--- src/rtl/inst_fetch_buf_if.sv ---
// Fetch-to-decode handshake bundle for the instruction fetch buffer.
// The master side is fetch/decode; the slave side is the buffer itself.
interface inst_fetch_buf_if #(
    parameter int unsigned DEPTH = 4
);
    localparam int unsigned CW = $clog2(DEPTH + 1);

    logic [31:0]   pc_i;
    logic [31:0]   inst_i;
    logic          in_valid_i;
    logic          in_ready_o;
    logic          flush_i;
    logic [31:0]   pc_o;
    logic [31:0]   inst_o;
    logic          out_valid_o;
    logic          out_ready_i;
    logic [CW-1:0] count_o;

    modport master (
        output pc_i, inst_i, in_valid_i, flush_i, out_ready_i,
        input  in_ready_o, pc_o, inst_o, out_valid_o, count_o
    );

    modport slave (
        input  pc_i, inst_i, in_valid_i, flush_i, out_ready_i,
        output in_ready_o, pc_o, inst_o, out_valid_o, count_o
    );
endinterface

--- src/rtl/inst_fetch_buf.sv ---
// Small FIFO of (pc, instruction) pairs between fetch and decode with
// flush support; drives a canonical NOP at the head while empty.
module inst_fetch_buf #(
    parameter int unsigned DEPTH    = 4,
    parameter logic [31:0] NOP_INST = 32'h00000013
) (
    input  logic                  clk,
    input  logic                  rst,
    inst_fetch_buf_if.slave       bus
);
    localparam int unsigned PW = $clog2(DEPTH);
    localparam int unsigned CW = $clog2(DEPTH + 1);
    localparam logic [CW-1:0] FULL = CW'(DEPTH);

    logic [63:0]   mem [DEPTH];
    logic [PW-1:0] wr_ptr;
    logic [PW-1:0] rd_ptr;
    logic [CW-1:0] count;
    logic          push;
    logic          pop;
    logic          ready;
    logic          valid;

    // A full buffer refuses input even when decode pops in the same cycle.
    assign ready = (count != FULL);
    assign valid = (count != '0);
    assign push  = bus.in_valid_i & ready & ~bus.flush_i;
    assign pop   = valid & bus.out_ready_i & ~bus.flush_i;

    always_ff @(posedge clk or negedge rst) begin
        if (!rst) begin
            wr_ptr <= '0;
            rd_ptr <= '0;
            count  <= '0;
        end else if (bus.flush_i) begin
            wr_ptr <= '0;
            rd_ptr <= '0;
            count  <= '0;
        end else begin
            if (push) wr_ptr <= wr_ptr + PW'(1);
            if (pop)  rd_ptr <= rd_ptr + PW'(1);
            case ({push, pop})
                2'b10:   count <= count + CW'(1);
                2'b01:   count <= count - CW'(1);
                default: count <= count;
            endcase
        end
    end

    // Entry contents are don't-care until written, so they carry no reset.
    always_ff @(posedge clk) begin
        if (push) mem[wr_ptr] <= {bus.pc_i, bus.inst_i};
    end

    always_comb begin
        bus.in_ready_o  = ready;
        bus.out_valid_o = valid;
        bus.count_o     = count;
        bus.pc_o        = '0;
        bus.inst_o      = NOP_INST;
        if (valid) begin
            bus.pc_o   = mem[rd_ptr][63:32];
            bus.inst_o = mem[rd_ptr][31:0];
        end
    end
endmodule

--- src/flat_wrapper.sv ---
// flat-port wrapper written by rule: the top's interface ports become plain ports
module inst_fetch_buf_flat 
#(
    parameter int unsigned DEPTH    = 4,
    parameter logic [31:0] NOP_INST = 32'h00000013
)
  (clk, rst, bus_pc_i, bus_inst_i, bus_in_valid_i, bus_flush_i, bus_out_ready_i, bus_in_ready_o, bus_pc_o, bus_inst_o, bus_out_valid_o, bus_count_o);
  inst_fetch_buf_if #(.DEPTH(DEPTH)) bus_i ();
  input  logic clk;
  input  logic rst;
  input wire logic [$bits(bus_i.pc_i)-1:0] bus_pc_i;
  input wire logic [$bits(bus_i.inst_i)-1:0] bus_inst_i;
  input wire logic [$bits(bus_i.in_valid_i)-1:0] bus_in_valid_i;
  input wire logic [$bits(bus_i.flush_i)-1:0] bus_flush_i;
  input wire logic [$bits(bus_i.out_ready_i)-1:0] bus_out_ready_i;
  output wire logic [$bits(bus_i.in_ready_o)-1:0] bus_in_ready_o;
  output wire logic [$bits(bus_i.pc_o)-1:0] bus_pc_o;
  output wire logic [$bits(bus_i.inst_o)-1:0] bus_inst_o;
  output wire logic [$bits(bus_i.out_valid_o)-1:0] bus_out_valid_o;
  output wire logic [$bits(bus_i.count_o)-1:0] bus_count_o;
  assign bus_i.pc_i = bus_pc_i;
  assign bus_i.inst_i = bus_inst_i;
  assign bus_i.in_valid_i = bus_in_valid_i;
  assign bus_i.flush_i = bus_flush_i;
  assign bus_i.out_ready_i = bus_out_ready_i;
  assign bus_in_ready_o = bus_i.in_ready_o;
  assign bus_pc_o = bus_i.pc_o;
  assign bus_inst_o = bus_i.inst_o;
  assign bus_out_valid_o = bus_i.out_valid_o;
  assign bus_count_o = bus_i.count_o;
  inst_fetch_buf #(.DEPTH(DEPTH), .NOP_INST(NOP_INST)) u_core (.clk(clk), .rst(rst), .bus(bus_i));
endmodule
--- config.mk ---
export PLATFORM = sky130hd
export DESIGN_NAME = inst_fetch_buf_flat
export DESIGN_NICKNAME = d
export VERILOG_FILES = /design/src/rtl/inst_fetch_buf_if.sv /design/src/rtl/inst_fetch_buf.sv /design/src/flat_wrapper.sv
export SDC_FILE = /design/constraint.sdc
export NUM_CORES = 1
export LEC_CHECK = 0
export CAP_MARGIN = 10
export CORE_UTILIZATION = 45
export CTS_CLUSTER_SIZE = 16
export DETAILED_ROUTE_END_ITERATION = 6
export GPL_TIMING_DRIVEN = 0
export PLACE_DENSITY = 0.64
export SLEW_MARGIN = 30
export SYNTH_ARGS = -nofsm -noshare
export SYNTH_HDL_FRONTEND = slang
export SYNTH_SLANG_ARGS = --single-unit
export TNS_END_PERCENT = 5
--- constraint.sdc ---
create_clock -name clk -period 7.8 [get_ports clk]
set_input_delay 1.56 -clock clk [delete_from_list [all_inputs] [get_ports clk]]
set_output_delay 1.56 -clock clk [all_outputs]
set_load 0.005 [all_outputs]
==> results of run 1 <==
-- cell type report --
type                            count  area [µm²]  share of cell area (%)
Clock inverter                     18         166                    1.28
Multi-Input combinational cell    174        2210                    17.0
Sequential cell                   263        7860                    60.7
Buffer                             25         150                    1.16
Timing Repair Buffer              140        1460                    11.2
Tap cell                          280         350                    2.71
Clock buffer                       32         737                    5.69
Inverter                            6        22.5                   0.174
-- cell families (layout without fill, tap and decap cells) --
kind of cell,Yosys count,count (layout),synth area share [%]
flip-flops,263,263,76.8
AND/OR/NAND/NOR,85,85,5.21
multiplexers,65,65,14.2
buffers and inverters,31,221,1.69
AO/OA/AOI/OAI,16,16,1.13
adder cells (fa/ha/maj),5,5,0.685
XOR/XNOR,3,3,0.257
-- power by group through the flow --
| stage | clock (mW) | sequential (mW) | combinational (mW) |
|---|---|---|---|
| after CTS | 1.31 | 1.62 | 0.681 |
| after detailed placement | 0 | 1.65 | 0.675 |
| after floorplan | 0 | 1.64 | 0.339 |
| after global routing | 1.37 | 1.62 | 0.721 |
| after global placement | 0 | 1.65 | 0.666 |
| final | 1.28 | 1.62 | 0.665 |
-- cells in the final DEF (no fill, tap or decap), types with 4 or more instances in the layout --
cell | netlist | routed
inv_1 | 6 | 6
buf_6 | 5 | 5
ha_1 | 4 | 4
edfxtp_1 | 256 | 256
buf_2 | 9 | 9
mux4_2 | 64 | 64
nor2_1 | 5 | 5
and2_1 | 65 | 61
clkinv_2 | 0 | 10
clkbuf_16 | 0 | 29
dfrtp_1 | 7 | 7
clkbuf_1 | 9 | 12
and2_4 | 0 | 4
clkdlybuf4s50_1 | 0 | 136
-- routing by layer --
layer | vias up | share of wire, % | wire, µm
met2 | 123 | 51 | 9840
met3 | 41 | 5.1 | 983
met4 | 0 | 2.0 | 387
met5 | - | 0 | 0
li1 | 2238 | - | -
met1 | 2591 | 42 | 7960
-- how the worst max path moves through the flow --
stage                                           start                     endpoint  depth (start not counted)
finish              u_core.bus.count_o[0]$_DFFE_PN0P_               bus_inst_o[28]                          6
global route        u_core.bus.count_o[1]$_DFFE_PN0P_               bus_inst_o[28]                          6
CTS                 u_core.bus.count_o[0]$_DFFE_PN0P_               bus_inst_o[28]                          6
detailed placement                     bus_in_valid_i  u_core.mem[3][11]$_DFFE_PP_                          5
global placement                       bus_in_valid_i   u_core.mem[1][6]$_DFFE_PP_                          4
floorplan                                 bus_flush_i   u_core.mem[0][0]$_DFFE_PP_                          3
-- worst max-delay path, delay by kind of cell (launching register included) --
family | cells | cell delay [ns]
flip-flops | 1 | 0.39
buffers and inverters | 4 | 1.50
AND/OR/NAND/NOR | 2 | 0.33
-- flip-flops by register name, indices dropped and copies added, names as in the netlist --
name,count
u_core.bus.count_o,3
u_core.wr_ptr,2
u_core.mem,256
u_core.rd_ptr,2
-- synthesized netlist by cell type, drive strengths merged, types with 2 or more instances --
| library cell | n | share of area, % |
|---|---|---|
| clkbuf | 9 | 0.33 |
| and2 | 65 | 4.0 |
| nand3b | 2 | 0.15 |
| xor2 | 3 | 0.26 |
| a21oi | 3 | 0.15 |
| buf | 16 | 1.1 |
| mux4 | 64 | 14 |
| edfxtp | 256 | 75 |
| o21ai | 2 | 0.098 |
| inv | 6 | 0.22 |
| or2 | 3 | 0.18 |
| ha | 4 | 0.49 |
| nor2 | 5 | 0.18 |
| nor3 | 3 | 0.20 |
| a31oi | 2 | 0.12 |
| dfrtp | 7 | 1.7 |
| o311ai | 2 | 0.17 |
| nand3 | 2 | 0.098 |
==> flow_summary.yaml, run 1 <==
global_routing:
  antenna_found_initial: 0
  grt_pass1_vias: 5421
  track_usage_pct: 17.1
  grt_start_max_net_pins: 38
  gr-usage-met1_pct: 21.8
  grt_pass1_wl_um: 30500
  grt-ovfl-total: 0
  grt-busiest-layer: "met2"
  use_met2_pct: 30.0
  grt_util_met3_pct: 3.56
synthesis:
  yosys_warnings: 0
  synth_seq_area_share_pct: 76.8
  ys_seq_elements: 263
  synth-edff-count: 256
  netlist_instances: 468
  async_flop_share_pct: 2.66
  yosys.cell_types.count: 35
  synth_flop_cell: "edfxtp_1"
  synth_nets: 542
  netlist_area_um2: 10200
  avgSynthCellArea_um2: 21.9
critical_path:
  cp.required_ns: 6.24
  critPathMaxStageDelay_ns: 0.53
  timing.rr.start: "u_core.bus.count_o[0]$_DFFE_PN0P_"
  startpoint_type: "flop"
  end_kind: "output port"
  ff2ff_setup_slack_ns: 5.34
  reg2reg_to: "u_core.bus.count_o[1]$_DFFE_PN0P_"
  crit_fanout: 10
  path_class: "flop to output port"
  slowest_stage: "clkdlybuf4s50_1"
  worstPathArrival_ns: 2.73
  worstPathCellList: "buf_2 > nor3_2 > inv_1 > clkbuf_1 > and2_1 > clkdlybuf4s50_1"
  ff2ff_path_depth: 7
power:
  p_sw_share_pct: 22.3
  p_int_mw: 2.77
  clkPwrFrac_pct: 35.9
  pwr_density_cell_nw_per_um2: 275
  vdd_drop_max_uv: 198
  leakage_nw: 4.17
  combPwrFrac_pct: 18.7
  p_switching_mw: 0.795
  total_power_mw: 3.56
  seqPwrFrac_pct: 45.4
timing:
  finalCritPeriodShare_pct: 55.0
  grt_setup_unrepaired: "false"
  finClkSkew_ns: 0.00937
  fin_setup_tns_ns: 0
  min_period_ns: 4.29
  whs_ns: 0.596
  setup_violations: 0
  maxSlewHeadroom_pct: 54.5
  final_hold_viol_count: 0
  fmax_mhz: 233
  post-route-worst-setup-slack_ns: 3.51
  tightestPinTransition_ns: 0.683
  final_max_slew_viol_count: 0
placed_design:
  dpl.hpwl_um: 11700
  placed_area_um2: 12000
  port_buffers: 136
  post-place-ws_ns: 3.77
  dp_cells: 888
  globalplace.congestion: 0.785
route:
  vias: 4993
  final_antenna_net_count: 0
  drt_first_pass_iters: 7
  vias_per_cell: 5.32
  wire_per_inst_um: 20.4
  drc: 7
  totalWireLength_um: 19200
  drtIter0Drc: 273
clock_tree:
  cts.sinks: 263
  clock-root-buffer: "clkbuf_16"
  cts_made_buffers: 28
  cts_tree: "yes"
  clock_path_buffers: 3
  clk_pin_slew_worst_paths_ns: 0.06
  post_cts_buffers: 0
  postCtsHoldBufs: 0
  ctsResizeCount: 0
  htreeDepth: 1
  clk-insertion-delay-late_ns: 0.53
layout:
  finish.utilization_pct: 58.8
  drive_gt1_share_pct: 20.7
  diodes: 0
  design_area_um2: 13000
  instances_no_fill: 938
  syn_to_final_growth_pct: 26.6
  num-fill-cells: 1636
  final_nets: 712
floorplan:
  die_x_um: 153
  io_pins: 138
  start_util_pct: 46.4
  design.die.area_um2: 23300
  core_um2: 22000
  die_h_um: 153
  num_rows: 54
worst_hold_path:
  min_to: "u_core.wr_ptr[1]$_DFFE_PN0P_"
  hold_path_depth: 2
  hold_class: "flop to flop"
  worstHoldStart: "u_core.wr_ptr[1]$_DFFE_PN0P_"
status:
  status: "finished, violations left"
  violations: "DRC"
run:
  drv_cap: 0
(Power assumes the default switching activity.)
==> run 2: changes to the inputs <==
PLACE_DENSITY = 0.67   (was 0.64)
clock period = 3.7 ns   (was 7.8 ns; I/O delays follow)
==> run 2 against run 1 <==
Against the previous run: the flow still finishes with violations (DRC); clock power rose by 96%; global-route usage fell by 0.18 points; sequential cell count did not move; sequential power rose by 110%; core utilization fell by 0.27 points; combinational power rose by 110%; clock skew barely moved; cell count fell by 0.21%; critical path type unchanged.
==> flow_summary.yaml, run 2 (same netlist as run 1, synthesis figures left out) <==
route:
  drc: 9
  final_antenna_net_count: 0
  vias: 4963
  drtIter0Drc: 232
  vias_per_cell: 5.30
  drt_first_pass_iters: 6
  totalWireLength_um: 19100
  wire_per_inst_um: 20.4
clock_tree:
  cts_tree: "yes"
  htreeDepth: 1
  cts_made_buffers: 28
  clk-insertion-delay-late_ns: 0.52
  postCtsHoldBufs: 0
  cts.sinks: 263
  clk_pin_slew_worst_paths_ns: 0.06
  clock-root-buffer: "clkbuf_16"
  clock_path_buffers: 3
power:
  combPwrFrac_pct: 19.1
  leakage_nw: 4.14
  vdd_drop_max_uv: 439
  seqPwrFrac_pct: 46.6
  pwr_density_cell_nw_per_um2: 568
  p_int_mw: 5.69
  p_switching_mw: 1.63
  p_sw_share_pct: 22.3
  clkPwrFrac_pct: 34.3
floorplan:
  die_h_um: 153
  die_x_um: 153
  start_util_pct: 46.4
  core_um2: 22000
  design.die.area_um2: 23300
  num_rows: 54
  io_pins: 138
layout:
  diodes: 0
  instances_no_fill: 936
  final_cell_mix: "256 x edfxtp_1, 136 x clkdlybuf4s50_1, 64 x mux4_2"
  syn_to_final_growth_pct: 26.0
  top_register: "u_core.mem"
  layout_commonest_cell: "edfxtp_1"
  register_area_um2: 7860
  design_area_um2: 12900
  final_nets: 712
  largest_reg_flops: 256
  num-fill-cells: 1631
  drive_gt1_share_pct: 19.5
  multi_input_area_um2: 2210
global_routing:
  track_usage_pct: 16.9
  grt_pass1_wl_um: 29800
  grt-ovfl-total: 0
  antenna_found_initial: 0
  grt_pass1_vias: 5290
  grt_start_max_net_pins: 40
run:
  drv_cap: 0
timing:
  finalCritPeriodShare_pct: 92.3
  finClkSkew_ns: 0.00935
  final_hold_viol_count: 0
  final_max_slew_viol_count: 0
  grt_setup_unrepaired: "false"
  fmax_mhz: 293
  tightestPinTransition_ns: 0.695
  min_period_ns: 3.41
  setup_violations: 0
  maxSlewHeadroom_pct: 53.3
critical_path:
  end_kind: "output port"
  path_class: "flop to output port"
  crit_fanout: 10
  crit_start: "u_core.bus.count_o[0]$_DFFE_PN0P_"
  worstPathArrival_ns: 2.67
  ff2ff_setup_slack_ns: 1.17
  timing.rr.start: "u_core.bus.count_o[0]$_DFFE_PN0P_"
  cp.required_ns: 2.96
  slowest_stage: "clkdlybuf4s50_1"
  critPathBufInv: 4
  worstPathCellList: "buf_2 > nor3_2 > inv_2 > clkbuf_1 > and2_1 > clkdlybuf4s50_1"
  critPathMaxStageDelay_ns: 0.51
  crit_family: "buffers and inverters"
  startpoint_type: "flop"
worst_hold_path:
  hold_class: "input pin to async pin"
placed_design:
  globalplace.congestion: 0.787
  dp_cells: 888
  dpl.hpwl_um: 11700
  port_buffers: 136
  placed_area_um2: 12100
status:
  violations: "DRC"
  status: "finished, violations left"
==> run 2: cell types whose count changed in the layout (fill, tap and decap cells not counted), sizes merged <==
cell and change:
clkinv -3, clkinvlp -2, clkbuf +5, bufinv -2
==> run 2: layout make-up <==
type	instances	area share [%]
inverters	6	0.175
plain buffers	25	1.16
multi-input cells	174	17.1
flip-flops and latches	263	61.0
clock inverters	11	0.573
well taps	280	2.72
clock buffers	37	5.86
repair buffers	140	11.4
==> run 2: power by group through the flow <==
| stage | clock network, mW | logic (mW) | registers (mW) |
|---|---|---|---|
| CTS | 2.58 | 1.44 | 3.41 |
| detailed placement | 0 | 1.43 | 3.47 |
| finish | 2.51 | 1.40 | 3.41 |
| global route | 2.69 | 1.52 | 3.42 |
| global placement | 0 | 1.41 | 3.48 |
| floorplan | 0 | 0.714 | 3.47 |
==> run 2: path summary, 6_finish.rpt <==
check                                                     to  depth (start not counted)
max                                           bus_inst_o[18]                          6
min                             u_core.wr_ptr[1]$_DFFE_PN0P_                          1
max reg2reg                u_core.bus.count_o[1]$_DFFE_PN0P_                          7
min reg2reg                     u_core.wr_ptr[1]$_DFFE_PN0P_                          2
max in group asynchronous  u_core.bus.count_o[2]$_DFFE_PN0P_                          1
min in group clk                u_core.rd_ptr[0]$_DFFE_PN0P_                          2
==> run 2: what timing repair did <==
action	in CTS	in global routing
buffers inserted	0	0
endpoints found under the hold margin	0	0
setup endpoints to repair	0	3
gates resized for setup	0	1
==> run 2: routing by layer <==
layer	up-vias	GRT usage, %	wire [µm]	part of all wire (%)
met1	2543	22.3	8000	42
li1	2255	-	-	-
met3	24	3.38	983	5.1
met2	141	28.6	9740	51
met4	0	4.86	401	2.1
met5	-	0	0	0
==> run 2: per-stage QoR <==
| stage | power (mW) | setup WS [ns] | TNS (ns) | utilization [%] | hold slack (ns) |
|---|---|---|---|---|---|
| 2_1_floorplan | 4.18 | 0.464 | 0 | - | 0.444 |
| 3_3_place_gp | 4.88 | -1.34 | -337.02 | 54.2 | 0.577 |
| 3_5_place_dp | 4.91 | 0.429 | 0 | 54.8 | 0.608 |
| 4_1_cts | 7.43 | 0.109 | 0 | 58.5 | 0.481 |
| 5_1_grt | 7.63 | 0.0874 | 0 | 58.5 | 0.495 |
| 6_report | 7.32 | 0.286 | 0 | 58.5 | 0.497 |
